## src/rtl/bitdet_stream_arbiter.sv

```systemverilog
// bitdet_stream_arbiter: shares one bitdetector between N_CH single-bit packet
// streams. Packet-level round-robin on the input side; a channel-tag FIFO routes
// the detector's result packets back to their owners in packet order.
// Optional: define BITDET_ARB_DROP_CNT_EN to add drop_cnt/drop_clr, an orphan
// beat counter.
module bitdet_stream_arbiter #(
    parameter int unsigned N_CH      = 4,
    parameter int unsigned CH_W      = 2,
    parameter int unsigned TAG_DEPTH = 4
) (
    input  logic            clk,
    input  logic            reset,
    input  logic [N_CH-1:0] s_valid,
    input  logic [N_CH-1:0] s_sop,
    input  logic [N_CH-1:0] s_eop,
    input  logic [N_CH-1:0] s_data,
    output logic [N_CH-1:0] s_ready,
    output logic            d_valid,
    output logic            d_sop,
    output logic            d_eop,
    output logic            d_data,
    input  logic            d_ready,
    input  logic            r_valid,
    input  logic            r_sop,
    input  logic            r_eop,
    input  logic            r_data,
    output logic            r_ready,
    output logic [N_CH-1:0] m_valid,
    output logic [N_CH-1:0] m_sop,
    output logic [N_CH-1:0] m_eop,
    output logic [N_CH-1:0] m_data,
    input  logic [N_CH-1:0] m_ready,
    output logic [CH_W-1:0] grant_ch,
    output logic            busy
`ifdef BITDET_ARB_DROP_CNT_EN
    ,
    input  logic            drop_clr,
    output logic [15:0]     drop_cnt
`endif
);

    localparam int unsigned PTR_W = $clog2(TAG_DEPTH);
    localparam int unsigned CNT_W = PTR_W + 1;

    typedef enum logic {
        IDLE   = 1'b0,
        LOCKED = 1'b1
    } state_t;

    state_t           state_q;
    state_t           state_d;
    logic [CH_W-1:0]  last_ch;
    logic [CH_W-1:0]  win_ch;
    logic             win_found;
    logic             grant_fire;
    logic             eop_fire;
    logic [N_CH-1:0]  orphan_acc;
    int unsigned      scan_idx;

    logic [CH_W-1:0]  tag_mem [TAG_DEPTH];
    logic [PTR_W-1:0] wr_ptr;
    logic [PTR_W-1:0] rd_ptr;
    logic [CNT_W-1:0] tag_cnt;
    logic             fifo_full;
    logic             fifo_empty;
    logic             pop;
    logic [CH_W-1:0]  head_ch;

    assign fifo_full  = (tag_cnt == CNT_W'(TAG_DEPTH));
    assign fifo_empty = (tag_cnt == '0);
    assign head_ch    = tag_mem[rd_ptr];
    assign busy       = (state_q == LOCKED);

    // Round-robin winner: first SOP requester after the last packet owner
    always_comb begin
        win_found = 1'b0;
        win_ch    = '0;
        scan_idx  = 0;
        for (int unsigned i = 1; i <= N_CH; i++) begin
            scan_idx = (32'(last_ch) + i) % N_CH;
            if (!win_found && s_valid[CH_W'(scan_idx)] && s_sop[CH_W'(scan_idx)]) begin
                win_found = 1'b1;
                win_ch    = CH_W'(scan_idx);
            end
        end
    end

    // FSM next state and input-side routing
    always_comb begin
        state_d    = state_q;
        grant_fire = 1'b0;
        eop_fire   = 1'b0;
        orphan_acc = '0;
        s_ready    = '0;
        d_valid    = 1'b0;
        d_sop      = 1'b0;
        d_eop      = 1'b0;
        d_data     = 1'b0;
        case (state_q)
            IDLE: begin
                // Non-SOP beats outside a packet are swallowed, never forwarded
                orphan_acc = s_valid & ~s_sop & {N_CH{~reset}};
                s_ready    = orphan_acc;
                if (win_found && !fifo_full) begin
                    grant_fire = 1'b1;
                    state_d    = LOCKED;
                end
            end
            LOCKED: begin
                d_valid           = s_valid[grant_ch];
                d_sop             = s_sop[grant_ch];
                d_eop             = s_eop[grant_ch];
                d_data            = s_data[grant_ch];
                s_ready[grant_ch] = d_ready;
                if (d_valid && d_ready && d_eop) begin
                    eop_fire = 1'b1;
                    state_d  = IDLE;
                end
            end
            default: state_d = IDLE;
        endcase
    end

    // Result routing to the channel at the head of the tag FIFO
    always_comb begin
        m_valid = '0;
        m_sop   = '0;
        m_eop   = '0;
        m_data  = '0;
        r_ready = 1'b0;
        if (!fifo_empty) begin
            m_valid[head_ch] = r_valid;
            m_sop[head_ch]   = r_sop;
            m_eop[head_ch]   = r_eop;
            m_data[head_ch]  = r_data;
            r_ready          = m_ready[head_ch];
        end
        pop = r_valid && r_ready && r_eop;
    end

    // FSM state register
    always_ff @(posedge clk or posedge reset) begin
        if (reset) state_q <= IDLE;
        else       state_q <= state_d;
    end

    // Current owner and round-robin pointer
    always_ff @(posedge clk or posedge reset) begin
        if (reset) begin
            grant_ch <= '0;
            last_ch  <= CH_W'(N_CH - 1);
        end else begin
            if (grant_fire) grant_ch <= win_ch;
            if (eop_fire)   last_ch  <= grant_ch;
        end
    end

    // Tag FIFO: push on grant, pop on the result EOP; full check uses pre-pop count
    always_ff @(posedge clk or posedge reset) begin
        if (reset) begin
            wr_ptr  <= '0;
            rd_ptr  <= '0;
            tag_cnt <= '0;
            for (int unsigned i = 0; i < TAG_DEPTH; i++) tag_mem[i] <= '0;
        end else begin
            if (grant_fire) begin
                tag_mem[wr_ptr] <= win_ch;
                wr_ptr          <= wr_ptr + PTR_W'(1);
            end
            if (pop) rd_ptr <= rd_ptr + PTR_W'(1);
            case ({grant_fire, pop})
                2'b10:   tag_cnt <= tag_cnt + CNT_W'(1);
                2'b01:   tag_cnt <= tag_cnt - CNT_W'(1);
                default: tag_cnt <= tag_cnt;
            endcase
        end
    end

`ifdef BITDET_ARB_DROP_CNT_EN
    logic [3:0]  drop_inc;
    logic [16:0] drop_sum;

    // Number of orphan beats discarded this cycle
    always_comb begin
        drop_inc = '0;
        for (int unsigned i = 0; i < N_CH; i++) drop_inc = drop_inc + 4'(orphan_acc[i]);
        drop_sum = 17'(drop_cnt) + 17'(drop_inc);
    end

    // Saturating orphan counter; clear has priority over increment
    always_ff @(posedge clk or posedge reset) begin
        if (reset)             drop_cnt <= '0;
        else if (drop_clr)     drop_cnt <= '0;
        else if (drop_sum[16]) drop_cnt <= 16'hFFFF;
        else                   drop_cnt <= drop_sum[15:0];
    end
`endif

endmodule
```

## config.mk

```make
export PLATFORM = sky130hd
export DESIGN_NAME = bitdet_stream_arbiter
export DESIGN_NICKNAME = d
export VERILOG_FILES = /design/src/rtl/bitdet_stream_arbiter.sv
export SDC_FILE = /design/constraint.sdc
export NUM_CORES = 1
export LEC_CHECK = 0
export ABC_AREA = 1
export BUFFER_PORTS_ARGS = -buffer_cell sky130_fd_sc_hd__buf_2
export CAP_MARGIN = 20
export CORE_UTILIZATION = 51
export CTS_BUF_LIST = sky130_fd_sc_hd__clkbuf_8 sky130_fd_sc_hd__clkbuf_16
export DETAILED_ROUTE_END_ITERATION = 6
export PLACE_DENSITY = 0.91
export SLEW_MARGIN = 0
export SYNTH_ARGS = -nofsm -noshare
export SYNTH_HDL_FRONTEND = slang
export SYNTH_SLANG_ARGS = --single-unit
```

## constraint.sdc

```tcl
create_clock -name clk -period 2.91 [get_ports clk]
set_input_delay 0.1455 -clock clk [delete_from_list [all_inputs] [get_ports clk]]
set_output_delay 0.1455 -clock clk [all_outputs]
set_load 0.02 [all_outputs]
```

**After elaboration in Yosys (flattened, before gate mapping)**

Cells that the tools add are included.

- Add/subtract/negate cells: 8
- $mul: 0
- Div/mod/pow operators: 0
- $lt $le $gt $ge: 11
- Equality and inequality tests: 3
- Shifts and indexed selects: 0
- Multiplexer cells: 61
- Bitwise gates (word level): 12
- Reduce and logical (&&, ||, !) cells: 21

Operator list:

| cell | number |
|---|---|
| $mux 1 | 29 |
| $and 4x4->4 | 7 |
| $bmux 1 s2 | 13 |
| $lt 2x3->1 const B | 6 |
| $mux 4 | 4 |
| $logic_and 1x1->1 | 15 |
| $mux 2 | 7 |
| $add 2x1->2 const B | 4 |
| $bwmux 8 | 1 |
| $pmux 4 s2 | 1 |
| $ge 3x3->1 const B | 2 |
| $not 2->3 | 2 |
| $pmux 3 s2 | 1 |
| $add 2x2->2 const B | 2 |
| $bmux 2 s2 | 1 |
| $demux 1 s2 | 2 |
| $demux 2 s2 | 1 |
| $ge 2x1->1 const B | 2 |
| $logic_not 1->1 | 4 |
| $not 4->4 | 1 |
| $add 3x1->3 const B | 1 |
| $eq 3x3->1 const B | 1 |
| $logic_not 3->1 | 1 |
| $lt 3x1->1 const B | 1 |
| other kinds (6) | 7 |

- Bits in registers: 20
- Latch bits: 0
- Memory bits (writable): 0
- Memory bits (read-only): 0
- Input port bits: 27
- Output and inout bits: 28
- Logic and storage cells: 126
- Memories: 0

**Depth between registers and ports, before layout**

- Depth after elaboration: 22
- Depth in mapped cells: 17
- Mapped depth without buffers: 16

**Least setup slack after synthesis**

Ideal clock, no wire load.

- Kind: register to register
- Start: register last_ch[0]
- End: register tag_cnt[2]
- Library setup time: 0.131 ns
- Arrival: 2.137 ns
- Required time: 2.779 ns
- Path slack: 0.643 ns
- Stages on the path, launching flop included: 14
- Path buffers: 1
- Period minus slack after synthesis: 2.267 ns
- Cells stage by stage: dfstp_2 -> buf_6 -> nand2_1 -> o21ai_2 -> nand2_4 -> nand2_2 -> nor2_4 -> nand2_4 -> nand2_8 -> ha_1 -> fa_1 -> a21oi_1 -> o21ai_0 -> xor2_1

- Cells in the longest elaborated chain, start to end: 22
- Elaborated cells between the ends (all ways): 41
- Classes of those cells: add/sub: 4; eq/ne: 2; mux: 23; reduce/logical: 12

RTL lines:

| item | RTL line | source |
|---|---|---|
| start, declared | 52 | `logic [CH_W-1:0] last_ch;` |
| start signal, assigned | 151 | `last_ch <= CH_W'(N_CH - 1);` |
| start signal, assigned | 154 | `if (eop_fire) last_ch <= grant_ch;` |
| $add 2x1->2 | 80 | `scan_idx = (32'(last_ch) + i) % N_CH;` |
| $bmux 1 s2 | 81 | `if (!win_found && s_valid[CH_W'(scan_idx)] && s_sop[CH_W'(scan_idx)]) begin` |
| $mux 1 (implied by the code) | 81 |  |
| $logic_and 1x1->1 | 81 |  |
| $mux 1 | 81 |  |
| $logic_not 1->1 | 81 |  |
| $logic_and 1x1->1 (2 in a row) | 81 |  |
| $mux 1 | 81 |  |
| [... 4 more ...] | n/a |  |
| $logic_not 1->1 | 81 |  |
| $logic_and 1x1->1 (2 in a row) | 81 |  |
| $mux 1 (*) | 81 |  |
| $logic_and 1x1->1 (*) | 104 | `if (win_found && !fifo_full) begin` |
| $mux 1 (*) | 104 |  |
| $mux 1 (*) | 99 | `case (state_q)` |
| $eq 2x1->1 or $eq 2x2->1 (tied branches) | 171 | `case ({grant_fire, pop})` |
| $pmux 3 s2 or $reduce_bool 2->1 (tied branches) | n/a |  |
| end signal, assigned | 172 | `2'b10: tag_cnt <= tag_cnt + CNT_W'(1);` |
| end signal, assigned | 173 | `2'b01: tag_cnt <= tag_cnt - CNT_W'(1);` |
| end signal, assigned | 174 | `default: tag_cnt <= tag_cnt;` |
| end, declared | 63 | `logic [CNT_W-1:0] tag_cnt;` |

Every way passes the cells marked *; elsewhere a longest branch is shown, timed or not. The select of a mux whose other input is x is not followed.
A chain may end at the register's enable or synchronous reset.

**Worst setup path in the final report**

Same ends and word-level chain as after synthesis.

==> out/results.ini <==
[worst_setup_path]
crit_arrival_ns = 2.73
cp-end-kind = register
cp_max_fo = 11
critPathKind = reg -> reg
crit_slowest_cell = dfstp_2
critPathRequiredTime_ns = 3.05
start_kind = register
max_stage_delay_ns = 0.69
path_cells = inv_1, nand2_1, nand3_1, nand2_2, nor2_4, nand2_4, nand2_8, ha_1, fa_1, a21oi_1, o21ai_0, xor2_1

[final_layout]
antenna_cells = 0
fin_util_pct = 67.48
areaGrowthSynthToFinish_pct = 22.69
fin_nets = 344
drive_gt1_share_pct = 31.29

[power]
internal_power_mw = 1.178
clkPwrFrac_pct = 10.9
power.density_nw_per_um2 = 1210
p_switching_mw = 1.375
p_total_mw = 2.553
sequentialPowerShare_pct = 23.0
switching_share_pct = 53.87
p_leak_nw = 1.255
vdd_ir_drop_max_mv = 0.5050
combPwrFrac_pct = 66.1

[synthesis]
ys_types = 39
ys_seq_area_share_pct = 29.24
synth.largest_area_cell = dfrtp_1
synth_area_um2 = 1720
async_reset_ff_share_pct = 100.0
yosys-top-cells-count = 90 x nand2_1, 28 x inv_1, 24 x nor2_1
avgSynthCellArea_um2 = 6.800
yosysWarnings = 0
syn_inst = 253
synth_top_area_share_pct = 26.18
synth_most_common_cell = nand2_1
synthFlopType = dfrtp_1
synth_edf_count = 0
synth_fp_nets = 286
ys_seq_elements = 20
ys_top_cells_by_area = dfrtp_1 26%, nand2_1 20%, nand3_1 6.7%, inv_1 6.1%, nor2_1 5.2%

[sta]
slew-limit-headroom_pct = 73.29
tns_ns = 0
tightest_slew_ns = 0.4007
hold_viol = 0
rsz0062_at_grt = false
setup_violations = 0
clock_skew_ns = 0.003675
post-route-period-util_pct = 89.00
final_max_slew_viol_count = 0
layout_min_cycle_time_ns = 2.590
fmax_ghz = 0.3861
fin_hold_ws_ns = 0.2370

[clock_network]
cts_setup_buffers = 0
cts_tree = done
clk_pin_slew_ns = 0.08
ctsHtreeMaxLevel = 1
cts.sinks = 20
cts_buffers = 3
cts_buffer_depth = 2
clock_latency_ns = 0.26
cts_root_buf = clkbuf_8

[flow_run]
cap_violations = 0

[floorplanning]
die_w_um = 60.08
fp.dieArea_um2 = 3610
ios = 55
row_count = 20
fp.coreArea_um2 = 3128
die_y_um = 60.08
initial_core_util_pct = 55.00

[global_route]
antenna_found_initial = 0
grt_pass1_vias = 1528
grt_max_degree = 22
grt_usage_pct = 23.06
grt.overflow.total = 0
grt_pass1_wl_mm = 6.361

[min_path]
worst_hold_path_type = in -> reg

[routing]
wl_per_cell_um = 11.17
drc_errors = 0
drtAntennaViolNets = 0
drt_iter0_drc = 90
vias = 1788
drt_pre_antenna_iters = 4
drt-total-wl_mm = 3.953
routed_via_density = 5.051

[place]
gp_congestion = 0.8449
dp_hpwl_mm = 3.102
port_buffers = 54

[status]
outcome = complete, no violations

-- metrics by stage --
| step | cell area (um^2) | setup slack [ns] | std cells |
|---|---|---|---|
| after CTS | 2111 | 0.3348 | 354 |
| after global routing | 2111 | 0.1913 | 354 |
| after detailed placement | 2029 | 0.4280 | 349 |
| final | 2111 | 0.3202 | 354 |
| after global placement | 2029 | 0.4774 | 349 |
| after floorplan | 1720 | 0.6426 | 253 |
-- state kept, by name (all words and copies together), names as in the netlist --
signal / cells
wr_ptr: 2
tag_mem: 8
grant_ch: 2
last_ch: 2
tag_cnt: 3
rd_ptr: 2
busy: 1
-- final cells by class --
cell class	instances	area (um^2)
clock inverters	1	30.03
inverters	34	135.1
flip-flops and latches	20	503.0
repair buffers	56	287.8
clock buffers	3	41.29
well taps	44	55.05
fillers	267	1017
multi-input cells	196	1059
-- worst paths after layout --
| path | startpoint | end | slack (ns) | cells after the start |
|---|---|---|---|---|
| max in group asynchronous | reset | last_ch[0] | 2.18 | 4 |
| min in group asynchronous | reset | busy | 0.46 | 4 |
| max | last_ch[0] | tag_cnt[2] | 0.32 | 12 |
| max reg2reg | last_ch[0] | tag_cnt[2] | 0.32 | 12 |
| min | d_ready | last_ch[1] | 0.24 | 5 |
| min reg2reg | tag_mem[1] | tag_mem[1] | 0.48 | 2 |
-- power groups by stage --
stage	clock [mW]	sequential, mW	combinational [mW]
after floorplan	0	0.535	1.34
after global placement	0	0.581	1.62
after detailed placement	0	0.588	1.67
after CTS	0.283	0.584	1.69
after global routing	0.295	0.605	1.89
final	0.278	0.587	1.69
-- worst max-delay path: cells and delay by family, from the launching register on --
| kind | cells | cell delay, ns |
|---|---|---|
| adder cells (fa/ha/maj) | 2 | 0.70 |
| AO/OA/AOI/OAI | 2 | 0.26 |
| buffers and inverters | 1 | 0.13 |
| XOR/XNOR | 1 | 0.16 |
| flip-flops | 1 | 0.69 |
| AND/OR/NAND/NOR | 6 | 0.52 |
-- layout by cell type, fill, tap and decap left out, types with 2 or more instances in the layout --
cell type and count:
a21oi_1 3, buf_2 54, clkbuf_8 3, dfrtp_1 18, dfstp_2 2, ha_1 5
inv_1 28, inv_2 5, nand2_1 90, nand2_2 8, nand2_4 6, nand3_1 23
nand3_2 3, nor2_1 24, nor2_2 6, o21ai_0 4, o32ai_1 2, xor2_1 3
-- metal layers --
layer | vias to the layer above | track usage [%] | share of wire [%]
li1 | 915 | - | -
met1 | 816 | 29.18 | 45
met2 | 52 | 41.75 | 50
met3 | 5 | 2.814 | 4.3
met4 | 0 | 4.651 | 0.61
met5 | - | 0 | 0
-- cells by family (layout without fill, tap and decap cells) --
kind of cell	Yosys count	count (layout)	synth area share [%]
DFF	20	20	29.24
and+or+nand+nor	165	165	45.82
buffers and inverters	37	94	9.236
AOI/OAI and AO/OA	19	19	7.274
muxes	1	1	0.6545
xor gates and xnor gates	5	5	2.982
adders and majority gates	6	6	4.800
-- repair_timing --
item	in CTS	in global routing
hold buffers	1	0
gates resized for setup	0	0
hold endpoints to repair	18	0
Note: power is estimated with default switching activity, not from simulation.
